--- src/rtl/sram_fifo_ctrl.sv ---
// sram_fifo_ctrl
// FIFO sequencer in front of a dual-port SRAM macro (port A write-only,
// port B read-only). Incoming valid/ready writes become port-A write cycles.
// Port B prefetches into a 2-entry output buffer that drives a valid/ready
// read stream. After reset the macro is woken (RETN) for WAKE_CYC cycles
// before any access is made.
//
// Ports
//   clk, rst                  clock (also the macro clock), sync active-high reset
//   flush                     synchronous clear of all contents (RUN only)
//   wr_valid/wr_ready/wr_data producer stream
//   rd_valid/rd_ready/rd_data consumer stream, rd_data is a register
//   count                     SRAM words + in-flight read + buffered words
//   sram_retn                 macro retention control
//   sram_cena/wena/aa/da      macro port A (active-low enables)
//   sram_cenb/ab, sram_qb     macro port B (qb valid the cycle after access)
module sram_fifo_ctrl #(
    parameter int ADDR_W   = 11,
    parameter int DATA_W   = 32,
    parameter int WAKE_CYC = 16
) (
    input  logic              clk,
    input  logic              rst,
    input  logic              flush,
    input  logic              wr_valid,
    output logic              wr_ready,
    input  logic [DATA_W-1:0] wr_data,
    output logic              rd_valid,
    input  logic              rd_ready,
    output logic [DATA_W-1:0] rd_data,
    output logic [ADDR_W+1:0] count,
    output logic              sram_retn,
    output logic              sram_cena,
    output logic              sram_wena,
    output logic [ADDR_W-1:0] sram_aa,
    output logic [DATA_W-1:0] sram_da,
    output logic              sram_cenb,
    output logic [ADDR_W-1:0] sram_ab,
    input  logic [DATA_W-1:0] sram_qb
);

    localparam int CNT_W = ADDR_W + 2;
    localparam logic [ADDR_W:0] DEPTH_C = {1'b1, {ADDR_W{1'b0}}};
    localparam logic [7:0] WAKE_LAST = 8'(WAKE_CYC - 1);

    localparam logic [1:0] ST_RET  = 2'd0;
    localparam logic [1:0] ST_WAKE = 2'd1;
    localparam logic [1:0] ST_RUN  = 2'd2;

    logic [1:0]        state_reg;
    logic [7:0]        wake_cnt_reg;
    logic [ADDR_W-1:0] wptr_reg;
    logic [ADDR_W-1:0] rptr_reg;
    logic [ADDR_W:0]   sram_cnt_reg;
    logic              inflight_reg;
    logic [DATA_W-1:0] buf_reg [2];
    logic [1:0]        buf_cnt_reg;
    logic [ADDR_W-1:0] aa_hold_reg;
    logic [DATA_W-1:0] da_hold_reg;
    logic [ADDR_W-1:0] ab_hold_reg;

    logic       active;
    logic       wr_fire;
    logic       pop;
    logic       issue;
    logic [2:0] slots_used;

    // Accesses only happen in RUN, and never in a reset or flush cycle.
    assign active   = (state_reg == ST_RUN) && !rst && !flush;
    assign wr_ready = active && (sram_cnt_reg < DEPTH_C);
    assign wr_fire  = wr_valid && wr_ready;

    assign rd_valid = (buf_cnt_reg != 2'd0);
    assign rd_data  = buf_reg[0];
    assign pop      = rd_valid && rd_ready;

    // A read may be issued if the buffer still has room for it once the
    // word already in flight lands, crediting a pop in this same cycle.
    assign slots_used = 3'(buf_cnt_reg) + 3'(inflight_reg);
    assign issue      = active && (sram_cnt_reg != '0) && (slots_used < (3'd2 + 3'(pop)));

    assign count = CNT_W'(sram_cnt_reg) + CNT_W'(inflight_reg) + CNT_W'(buf_cnt_reg);

    assign sram_retn = (state_reg != ST_RET);
    assign sram_cena = !wr_fire;
    assign sram_wena = !wr_fire;
    assign sram_aa   = wr_fire ? wptr_reg : aa_hold_reg;
    assign sram_da   = wr_fire ? wr_data  : da_hold_reg;
    assign sram_cenb = !issue;
    assign sram_ab   = issue ? rptr_reg : ab_hold_reg;

    always_ff @(posedge clk) begin
        if (rst) begin
            state_reg    <= ST_RET;
            wake_cnt_reg <= '0;
            wptr_reg     <= '0;
            rptr_reg     <= '0;
            sram_cnt_reg <= '0;
            inflight_reg <= 1'b0;
            buf_cnt_reg  <= '0;
            aa_hold_reg  <= '0;
            da_hold_reg  <= '0;
            ab_hold_reg  <= '0;
            for (int i = 0; i < 2; i++) begin
                buf_reg[i] <= '0;
            end
        end else begin
            case (state_reg)
                ST_RET: begin
                    state_reg    <= ST_WAKE;
                    wake_cnt_reg <= '0;
                end
                ST_WAKE: begin
                    if (wake_cnt_reg == WAKE_LAST) begin
                        state_reg <= ST_RUN;
                    end else begin
                        wake_cnt_reg <= wake_cnt_reg + 8'd1;
                    end
                end
                ST_RUN:  state_reg <= ST_RUN;
                default: state_reg <= ST_RET;
            endcase

            if (wr_fire) begin
                wptr_reg    <= wptr_reg + 1'b1;
                aa_hold_reg <= wptr_reg;
                da_hold_reg <= wr_data;
            end

            if (issue) begin
                rptr_reg    <= rptr_reg + 1'b1;
                ab_hold_reg <= rptr_reg;
            end

            inflight_reg <= issue;

            case ({wr_fire, issue})
                2'b10:   sram_cnt_reg <= sram_cnt_reg + 1'b1;
                2'b01:   sram_cnt_reg <= sram_cnt_reg - 1'b1;
                default: sram_cnt_reg <= sram_cnt_reg;
            endcase

            // The issue rule guarantees a push never meets a full buffer.
            case ({inflight_reg, pop})
                2'b11: begin
                    if (buf_cnt_reg == 2'd2) begin
                        buf_reg[0] <= buf_reg[1];
                        buf_reg[1] <= sram_qb;
                    end else begin
                        buf_reg[0] <= sram_qb;
                    end
                end
                2'b10: begin
                    if (buf_cnt_reg == 2'd0) begin
                        buf_reg[0] <= sram_qb;
                    end else begin
                        buf_reg[1] <= sram_qb;
                    end
                    buf_cnt_reg <= buf_cnt_reg + 2'd1;
                end
                2'b01: begin
                    buf_reg[0]  <= buf_reg[1];
                    buf_cnt_reg <= buf_cnt_reg - 2'd1;
                end
                default: buf_cnt_reg <= buf_cnt_reg;
            endcase

            // Flush overrides the updates above; the word arriving on qb
            // this cycle is dropped with everything else.
            if ((state_reg == ST_RUN) && flush) begin
                wptr_reg     <= '0;
                rptr_reg     <= '0;
                sram_cnt_reg <= '0;
                inflight_reg <= 1'b0;
                buf_cnt_reg  <= '0;
                for (int i = 0; i < 2; i++) begin
                    buf_reg[i] <= '0;
                end
            end
        end
    end

endmodule
--- config.mk ---
export PLATFORM = sky130hd
export DESIGN_NAME = sram_fifo_ctrl
export DESIGN_NICKNAME = d
export VERILOG_FILES = /design/src/rtl/sram_fifo_ctrl.sv
export SDC_FILE = /design/constraint.sdc
export NUM_CORES = 1
export LEC_CHECK = 0
export BUFFER_PORTS_ARGS = -buffer_cell sky130_fd_sc_hd__buf_2
export CAP_MARGIN = 20
export CORE_UTILIZATION = 45
export DETAILED_ROUTE_END_ITERATION = 8
export PLACE_DENSITY_LB_ADDON = 0.1
export SYNTH_ARGS = -nofsm -noshare
export SYNTH_HDL_FRONTEND = slang
export SYNTH_SLANG_ARGS = --single-unit
--- constraint.sdc ---
create_clock -name clk -period 7.8 [get_ports clk]
set_clock_uncertainty 0.1 [all_clocks]
set_input_delay 0.78 -clock clk [delete_from_list [all_inputs] [get_ports clk]]
set_output_delay 0.78 -clock clk [all_outputs]
set_load 0.02 [all_outputs]
==> impl_metrics.tcl <==
set metrics [dict create \
    dr.pass1.iters 5 \
    finalCritPeriodShare_pct 61.8 \
    wl_per_cell_um 13.5 \
    arrival_ns 5.07 \
    worstMarginPinSlew_ns 0.967 \
    worstHoldStart "buf_reg[0][63]" \
    synth_largest_area_cell "dfxtp_1" \
    path_class "reg -> reg" \
    worst-path-buf-inv 3 \
    crit_slowest_cell "and2_2" \
    syn-num-nets 1014 \
    cts_setup_buffers 0 \
    dpl-instance-area_sq_mm 0.00864 \
    hold_path.class "reg -> reg" \
    drc 0 \
    cp_common_cell "ha_1" \
    switching_share_pct 27.3 \
    largest_reg_flops 64 \
    clock-sinks 165 \
    grt_max_degree 72 \
    rrSetupSlack_ns 2.98 \
    drv_slew 0 \
    ios 174 \
    fin_crit_ns 4.82 \
    r2r_start "state_reg[0]" \
    drt_iter0_markers 311 \
    vias_per_cell 5.09 \
    fmax_mhz 207 \
    row_count 48 \
    cts.repair.resized 0 \
    die_area_sq_mm 0.0181 \
    grt_antenna_before_repair 0 \
    reg2reg_depth 15 \
    power.static_leakage_nw 4.07 \
    synthTopCellsByArea "dfxtp_1, edfxtp_1, nand2_1" \
    grt_pass1_wl_um 28400 \
    hold_buffers 0 \
    gr-total-overflow 0 \
    power_w 0.00194 \
    grt_pass1_vias 5912 \
    ant_nets 0 \
    portBuffers 173 \
    yosysSeqAreaShare_pct 45.7 \
    max_stage_delay_ns 0.84 \
    outcome "complete, no violations" \
    fin_cells 1273 \
    die_y_um 135 \
    drv_cap 0 \
    r2r_end "sram_cnt_reg[8]" \
    place_inst 1241 \
    grt_use_total_pct 19.4 \
    cts_max_path_buffers 2 \
    numCtsBuffers 17 \
    start_kind "flip-flop" \
    root_buffer "clkbuf_16" \
    syn_avg_cell_area_sq_um 8.54 \
    yosys_most_used_dff "dfxtp_1" \
    synth_edf_count 32 \
    synth_cell_types 62 \
    netlist.area_leader.share_pct 33.6 \
    required_ns 8.05 \
    syn-cell-area_sq_mm 0.00793 \
    finalNetCount 1121 \
    pwr-share-comb_pct 10.5 \
    cp_cell_sequence "inv_1, ha_1, nor4b_2, and2_2, inv_2, ha_1, buf_4, xor2_1, ha_1, or3_1, a21oi_2, o32ai_2, xnor2_1, or3_1, a21oi_1" \
    peakVddDrop_v 0.000170 \
    routed_wl_um 17200 \
    rsz0062_at_grt "no" \
    vias 6480 \
    p_seq_share_pct 47.0 \
    start_util_pct 46.0 \
    end_kind "flip-flop" \
    pwr-share-clk_pct 42.5 \
    gp_congestion 0.831 \
    post-route-cell-area_sq_mm 0.00923 \
    clkLatencyLatePin_ns 0.42 \
    antennaDiodeCount 0 \
    place_hpwl_um 11400 \
    tns_ns 0 \
    htreeDepth 4 \
    final_common_cell "nand2_1" \
    cp_top_family "simple AND/OR/NAND/NOR gates" \
    most-common-layout-cells "nand2_1, buf_2, dfxtp_1, a21oi_1, nor2b_1" \
    cts_tree "built" \
    p_sw_w 0.000530 \
    ys_ff_latch 165 \
    syn_inst 928 \
    area_delta_synth_final_pct 16.4 \
    slew_headroom_pct 35.5 \
    hold_end "buf_reg[0][63]" \
    p_int_w 0.00141 \
    ys_warn_count 0 \
    final_layout_size_suffix_gt1_share_pct 22.4 \
    ys_async_sr_fraction_pct 0 \
    die_x_um 135 \
    core_sq_mm 0.0172 \
    path_max_fanout 50 \
    final-setup-viol-count 0 \
    path_clk_slew_ns 0.07 \
    finalHoldViolCount 0 \
    cellPowerDensity_mw_per_mm2 210 \
    hold_depth 2 \
]
==> Yosys cell counts (4+ instances only) <==
library cell	n
nand2b_1	4
nor3_1	10
and3_1	5
a22o_1	33
a31oi_1	4
inv_1	18
edfxtp_1	32
xor2_1	20
nor2b_1	59
nand3_1	46
nand4_1	16
a21oi_1	62
ha_1	15
or3_1	15
buf_4	36
o21ai_0	17
dfxtp_1	133
clkbuf_1	34
nand2_1	211
mux2i_1	6
buf_1	7
nor2_1	50
xnor2_1	17
buf_2	17
==> worst max-delay path by stage <==
stage,to,slack (ns),cells after the start,start
after floorplan,sram_cnt_reg[8],3.13,18,rst
after global placement,sram_cnt_reg[8],2.58,14,flush
after detailed placement,sram_cnt_reg[8],2.53,14,flush
after CTS,sram_cnt_reg[8],2.85,15,state_reg[0]
after global routing,sram_cnt_reg[8],2.47,15,state_reg[0]
final,sram_cnt_reg[8],2.98,15,state_reg[0]
==> worst register-to-register path: cells and delay by family, from the launching register on <==
kind | cells | cell delay, ns
AO/OA/AOI/OAI | 3 | 0.52
XOR/XNOR | 2 | 0.32
adder cells (fa/ha/maj) | 3 | 0.82
buffers and inverters | 3 | 0.91
AND/OR/NAND/NOR | 4 | 1.76
flip-flops | 1 | 0.33
==> power by group through the flow <==
stage               combinational [W]  sequential [W]  clock [W]
floorplan                    0.000159        0.000930          0
global placement             0.000209        0.000932          0
detailed placement           0.000209        0.000932          0
CTS                          0.000209        0.000913   0.000843
global route                 0.000229        0.000916   0.000880
finish                       0.000205        0.000912   0.000824
==> cell type report <==
class,count,area [sq um]
well taps,225,282
fillers,1645,8010
clock buffers,19,454
flip-flops and latches,165,3620
clock inverters,13,130
multi-input cells,648,3720
inverters,20,75.1
repair buffers,183,941
==> layer usage <==
| metal | track usage, % | share of wire, % | vias up |
|---|---|---|---|
| met2 | 31.5 | 46 | 185 |
| met3 | 4.88 | 6.4 | 21 |
| met1 | 24.8 | 46 | 2943 |
| met4 | 7.49 | 1.6 | 0 |
| met5 | 0 | 0 | - |
| li1 | - | - | 3331 |
==> logic make-up after synthesis <==
kind of cell / share of synthesized area (%)
multiplexers: 0.758
AO/OA/AOI/OAI: 12.5
AND/OR/NAND/NOR: 26.5
adder cells (fa/ha/maj): 2.87
flip-flops: 45.7
XOR/XNOR: 4.09
buffers and inverters: 7.51
==> stage by stage <==
stage / worst slack [ns] / util, % / hold WS, ns
finish: 2.98 / 53.5 / 0.350
global route: 2.47 / 53.5 / 0.367
CTS: 2.85 / 53.5 / 0.353
detailed placement: 2.53 / 50.1 / 0.343
global placement: 2.58 / 50.1 / 0.338
floorplan: 3.13 / - / 0.332
Power figures use the tool's default switching activity.
